[src/rtl/key_scan.sv]
// 4x4 keypad scanner: one-cold column drive, row sync, frame debounce, single-key accept.
// Optional KEY_REPEAT_EN adds auto-repeat strobes while a single key stays held.
module key_scan #(
  parameter int unsigned C_SCAN_NUM        = 100000,
  parameter int unsigned C_DEBOUNCE_FRAMES = 3,
  parameter int unsigned C_REPEAT_FRAMES   = 25
) (
  input  logic       I_clk,
  input  logic       I_rst_n,
  input  logic [3:0] I_row,
  output logic [3:0] O_col,
  output logic [3:0] O_key,
  output logic       O_valid,
  output logic       O_pressed
);

  localparam int unsigned CNT_W = (C_SCAN_NUM > 1) ? $clog2(C_SCAN_NUM) : 1;
  localparam int unsigned STB_W = 4;
  localparam logic [CNT_W-1:0] CNT_LAST = CNT_W'(C_SCAN_NUM - 1);
  localparam logic [STB_W-1:0] STB_LAST = STB_W'(C_DEBOUNCE_FRAMES - 1);

  if (C_SCAN_NUM < 4 || C_DEBOUNCE_FRAMES < 1 || C_DEBOUNCE_FRAMES > 15 || C_REPEAT_FRAMES < 1)
  begin : g_param_err
    $error("key_scan: parameter out of range");
  end

  logic [3:0]       row_meta, row_sync;
  logic [CNT_W-1:0] scan_cnt, scan_cnt_nx;
  logic [1:0]       col_idx, col_idx_nx;
  logic [3:0]       col_nx;
  logic [15:0]      raw, raw_nx, prev, prev_nx, deb, deb_nx;
  logic [STB_W-1:0] stable, stable_nx;
  logic [3:0]       key_nx;
  logic             valid_nx, pressed_nx;
  logic             sample_c, frame_end_c, deb_load_c, onehot_c, accept_c;
  logic [3:0]       code_c;

`ifdef KEY_REPEAT_EN
  localparam int unsigned REP_W = $clog2(C_REPEAT_FRAMES + 1);
  localparam logic [REP_W-1:0] REP_LAST = REP_W'(C_REPEAT_FRAMES - 1);
  logic [REP_W-1:0] rep_cnt, rep_cnt_nx;
  logic             deb_onehot_c, rep_fire_c;
`endif

  // Next-state: scan rotation, frame capture, debounce and accept decision
  always_comb begin
    scan_cnt_nx = scan_cnt + CNT_W'(1);
    col_idx_nx  = col_idx;
    col_nx      = O_col;
    raw_nx      = raw;
    prev_nx     = prev;
    deb_nx      = deb;
    stable_nx   = stable;
    key_nx      = O_key;
    pressed_nx  = O_pressed;
    code_c      = 4'd0;

    sample_c    = (scan_cnt == CNT_LAST);
    frame_end_c = sample_c && (col_idx == 2'd3);

    if (sample_c) begin
      raw_nx[{col_idx, 2'b00} +: 4] = ~row_sync;
      scan_cnt_nx = '0;
      col_idx_nx  = col_idx + 2'd1;
      col_nx      = {O_col[2:0], O_col[3]};
    end

    if (frame_end_c) begin
      if (raw_nx == prev)
        stable_nx = (stable == STB_LAST) ? stable : stable + STB_W'(1);
      else
        stable_nx = '0;
      prev_nx = raw_nx;
    end

    deb_load_c = frame_end_c && (stable_nx == STB_LAST);
    onehot_c   = (raw_nx != 16'd0) && ((raw_nx & (raw_nx - 16'd1)) == 16'd0);
    accept_c   = deb_load_c && (deb == 16'd0) && onehot_c;

    // Bit index is col*4+row; the code is {row, col}
    for (int i = 0; i < 16; i++)
      if (raw_nx[i]) code_c = {2'(i % 4), 2'(i / 4)};

    if (deb_load_c) begin
      deb_nx     = raw_nx;
      pressed_nx = (raw_nx != 16'd0);
    end
    if (accept_c) key_nx = code_c;

    valid_nx = accept_c;

`ifdef KEY_REPEAT_EN
    rep_cnt_nx   = rep_cnt;
    rep_fire_c   = 1'b0;
    deb_onehot_c = (deb != 16'd0) && ((deb & (deb - 16'd1)) == 16'd0);
    if (accept_c) begin
      rep_cnt_nx = '0;
    end else if (frame_end_c) begin
      if (deb_nx != deb) begin
        rep_cnt_nx = '0;
      end else if (deb_onehot_c) begin
        if (rep_cnt == REP_LAST) begin
          rep_fire_c = 1'b1;
          rep_cnt_nx = '0;
        end else begin
          rep_cnt_nx = rep_cnt + REP_W'(1);
        end
      end
    end
    valid_nx = accept_c | rep_fire_c;
`endif
  end

  always_ff @(posedge I_clk or negedge I_rst_n) begin
    if (!I_rst_n) begin
      row_meta  <= 4'b1111;
      row_sync  <= 4'b1111;
      scan_cnt  <= '0;
      col_idx   <= 2'd0;
      O_col     <= 4'b1110;
      raw       <= 16'h0000;
      prev      <= 16'h0000;
      deb       <= 16'h0000;
      stable    <= '0;
      O_key     <= 4'd0;
      O_valid   <= 1'b0;
      O_pressed <= 1'b0;
    end else begin
      row_meta  <= I_row;
      row_sync  <= row_meta;
      scan_cnt  <= scan_cnt_nx;
      col_idx   <= col_idx_nx;
      O_col     <= col_nx;
      raw       <= raw_nx;
      prev      <= prev_nx;
      deb       <= deb_nx;
      stable    <= stable_nx;
      O_key     <= key_nx;
      O_valid   <= valid_nx;
      O_pressed <= pressed_nx;
    end
  end

`ifdef KEY_REPEAT_EN
  always_ff @(posedge I_clk or negedge I_rst_n) begin
    if (!I_rst_n) rep_cnt <= '0;
    else          rep_cnt <= rep_cnt_nx;
  end
`endif

endmodule

[config.mk]
export PLATFORM = sky130hd
export DESIGN_NAME = key_scan
export DESIGN_NICKNAME = d
export VERILOG_FILES = /design/src/rtl/key_scan.sv
export SDC_FILE = /design/constraint.sdc
export NUM_CORES = 1
export LEC_CHECK = 0
export ABC_AREA = 1
export BUFFER_PORTS_ARGS = -buffer_cell sky130_fd_sc_hd__buf_2
export CORE_MARGIN = 2
export CORE_UTILIZATION = 40
export CTS_BUF_LIST = sky130_fd_sc_hd__clkbuf_8 sky130_fd_sc_hd__clkbuf_16
export DETAILED_ROUTE_END_ITERATION = 16
export PLACE_DENSITY = 0.52
export SLEW_MARGIN = 10
export SYNTH_ARGS = -nofsm -noshare
export SYNTH_HDL_FRONTEND = slang
export SYNTH_SLANG_ARGS = --single-unit
[constraint.sdc]
create_clock -name I_clk -period 3.7 [get_ports I_clk]
set_input_delay 0.37 -clock I_clk [delete_from_list [all_inputs] [get_ports I_clk]]
set_output_delay 0.37 -clock I_clk [all_outputs]
set_load 0.05 [all_outputs]
==> results.py <==
metrics = {
    "power_and_ir_drop": {
        "peakVddDrop_mv": 0.199,
        "finalPower_mw": 1.98,
        "leakagePower_nw": 2.93,
        "p_per_area_mw_per_mm2": 363,
    },
    "floorplan": {
        "start_util_pct": 40.8,
        "rows": 40,
        "pin_count": 16,
        "die_h_um": 115,
        "die_w_um": 115,
        "die-area_mm2": 0.0131,
        "fp.coreArea_mm2": 0.0120,
    },
    "route": {
        "first_pass_iters": 5,
        "drt_iter0_markers": 234,
        "wirelength_mm": 10.5,
        "wl_per_cell_um": 12.8,
        "vias": 3953,
        "ant_nets": 0,
        "drc": 0,
        "avgViaCountPerCell": 4.81,
    },
    "global_route": {
        "antenna_found_initial": 0,
        "grt_pass1_vias": 3737,
        "grt_pass1_wl_mm": 18.5,
        "grt-ovfl-total": 0,
        "grtUsageTotal_pct": 17.9,
        "grt_max_degree": 83,
    },
    "logic_synthesis": {
        "synth_edf_count": 0,
        "syn_area_mm2": 0.00488,
        "synth_largest_area_cell": "dfrtp_1",
        "synth_top_area_share_pct": 40.0,
        "yosys_warnings": 0,
        "synth_top_cells_by_area": "dfrtp_1 (40%), nand2_1 (15%), inv_1 (6.5%)",
        "yosysSeqAreaShare_pct": 45.9,
        "synthArstFlopShare_pct": 100,
        "syn-instance-count": 644,
        "synth_ff_type": "dfrtp_1",
        "synth_seq_cells": 89,
        "avgSynthCellArea_um2": 7.58,
        "yosysUniqueCellTypes": 32,
        "syn_nets": 658,
    },
    "finish": {
        "area_growth_pct": 11.9,
        "drive_above_1_share_pct": 15.9,
        "nets": 683,
        "num_antenna_cells": 0,
    },
    "timing": {
        "fin_skew_ns": 0.00743,
        "fmax_ghz": 0.304,
        "fin_setup_tns_ns": 0,
        "slew_headroom_pct": 30.5,
        "layout_setup_ws_ns": 0.412,
        "rsz0062_at_grt": "no",
        "hold_violations": 0,
        "whs_ns": 0.117,
        "post-route-period-util_pct": 88.9,
        "tightest_slew_ns": 1.04,
        "period_minus_slack_ns": 3.29,
        "setup_viol": 0,
        "maxSlewViolCount": 0,
    },
    "setup_path": {
        "cp-startpoint": "col_idx[0]",
        "worstPathRequired_ns": 3.97,
        "crit_arrival_ns": 3.56,
        "ff2ff_setup_slack_ns": 0.41,
        "end_kind": "flip-flop",
        "worstSetupPathType": "flip-flop to flip-flop",
        "r2r_start": "col_idx[0]",
        "crit_fanout": 33,
        "critPathLaunchType": "flip-flop",
    },
    "hold_path": {
        "holdCritPathClass": "input pin to flip-flop",
        "hp-start": "I_row[1]",
    },
    "cts": {
        "clk_root_buffer_cell": "clkbuf_16",
        "path_clk_slew_ns": 0.06,
        "cts_hold_buffers": 0,
        "clockBufferDepth": 2,
        "numCtsBuffers": 9,
        "cts_tree": "yes",
        "clkLatencyLatePin_ns": 0.35,
        "cts.sinks": 89,
        "htree_levels": 3,
    },
    "placement": {
        "hpwl_mm": 7.78,
        "portBuffers": 15,
        "place_ws_ns": 0.287,
        "gp_congestion": 0.849,
    },
    "job": {
        "cap_violations": 0,
    },
    "run_status": {
        "outcome": "completed",
    },
}
-- flip-flops by register name, indices dropped and copies added, names as in the netlist --
name,flops
scan_cnt,17
deb,16
prev,16
raw,16
O_col,4
O_key,4
row_meta,4
row_sync,4
stable,4
col_idx,2
O_pressed,1
O_valid,1
-- stage by stage --
step           instances  util, %  area (um2)
6_report             821     45.7        5470
4_1_cts              821     45.7        5460
3_5_place_dp         805     42.9        5130
5_1_grt              821     45.7        5470
3_3_place_gp         805     42.9        5130
2_1_floorplan        644        -        4880
-- final cells by class --
class	instances	area, um2
Fill cell	1174	6500
Sequential cell	89	2240
Multi-Input combinational cell	457	2240
Inverter	90	343
Clock buffer	12	300
Tap cell	147	184
Timing Repair Buffer	22	130
Clock inverter	4	27.5
-- synthesized netlist by cell type, types with 4 or more instances --
cell      count
dfrtp_1      78
dfstp_2      11
inv_1        84
nor3_1       11
xor2_1        4
nand2_1     194
nand2_4       6
nor2_1       81
nand2_2      18
nand4_1      15
o21ai_0      24
clkbuf_1      4
ha_1          8
nor4_1        7
a21oi_1      10
o21ai_2      14
nand3_1      38
nor2_2       10
-- report_power, final --
group / switching [mW] / internal (mW) / leakage, nW
registers: 0.00208 / 0.981 / 1.19
clock network: 0.397 / 0.580 / 0.164
logic: 0.0202 / 0.00361 / 1.58
-- final timing paths --
check | to | depth (start not counted)
worst max-delay path | deb[5] | 20
worst min-delay path | row_meta[1] | 1
worst max register to register | deb[5] | 20
worst min register to register | row_sync[2] | 0
max in group asynchronous | raw[4] | 2
min in group asynchronous | scan_cnt[10] | 1
-- cells by family after synthesis --
group                    after synthesis  synth area share (%)
AND/OR/NAND/NOR                      388                  35.8
buffers and inverters                 98                  8.27
flip-flops                            89                  45.9
AO/OA/AOI/OAI                         57                  7.25
adder cells (fa/ha/maj)                8                  2.05
XOR/XNOR                               4                 0.717
-- critical path: stages, from the launching register on --
cell and delay, ns:
dfrtp_1 0.51, inv_1 0.19, ha_1 0.39, inv_1 0.12, nand4_1 0.15, nor2_1 0.15, nand2_1 0.08, nand2_1 0.19
nand2_1 0.07, nand2_1 0.06, nand2_1 0.05, clkinv_1 0.04, nand2_1 0.05, nor2_2 0.20, nand2_2 0.09, clkinv_1 0.05
nand4_1 0.09, nor2_2 0.26, inv_4 0.19, buf_4 0.19, o21ai_2 0.10
-- per-layer routing --
layer	track usage, %	vias to the layer above	share of wire [%]
met1	26.3	1803	52
met4	7.32	0	1.8
met3	3.02	13	3.5
met5	0	-	0
li1	-	2082	-
met2	26.0	55	43
-- cells in the final DEF (no fill, tap or decap) --
| cell | instances |
|---|---|
| nand4_1 | 15 |
| nor2_2 | 10 |
| a211oi_1 | 2 |
| clkinv_4 | 1 |
| dfrtp_1 | 78 |
| o21ai_2 | 14 |
| o21ai_1 | 3 |
| a21oi_1 | 10 |
| a31o_2 | 1 |
| nand2_1 | 194 |
| buf_4 | 8 |
| ha_1 | 8 |
| o21a_1 | 2 |
| dfstp_2 | 11 |
| inv_4 | 2 |
| clkinv_1 | 2 |
| clkbuf_16 | 12 |
| nor3_2 | 1 |
| nor4_1 | 7 |
| nand2_2 | 18 |
| nand2_4 | 6 |
| inv_2 | 2 |
| nor2_8 | 2 |
| o31ai_1 | 1 |
| inv_6 | 1 |
| nor3_1 | 11 |
| o21ai_0 | 24 |
| nand3b_1 | 3 |
| nor2_1 | 81 |
| buf_2 | 14 |
| xor2_1 | 4 |
| inv_1 | 84 |
| nand3_2 | 2 |
| clkinv_2 | 2 |
| nand3_1 | 38 |
-- repair_timing --
action	CTS	global route
setup endpoints to repair	0	17
resized for setup	0	2
setup buffers	0	0
No activity file was read; power rests on OpenSTA's default activity.
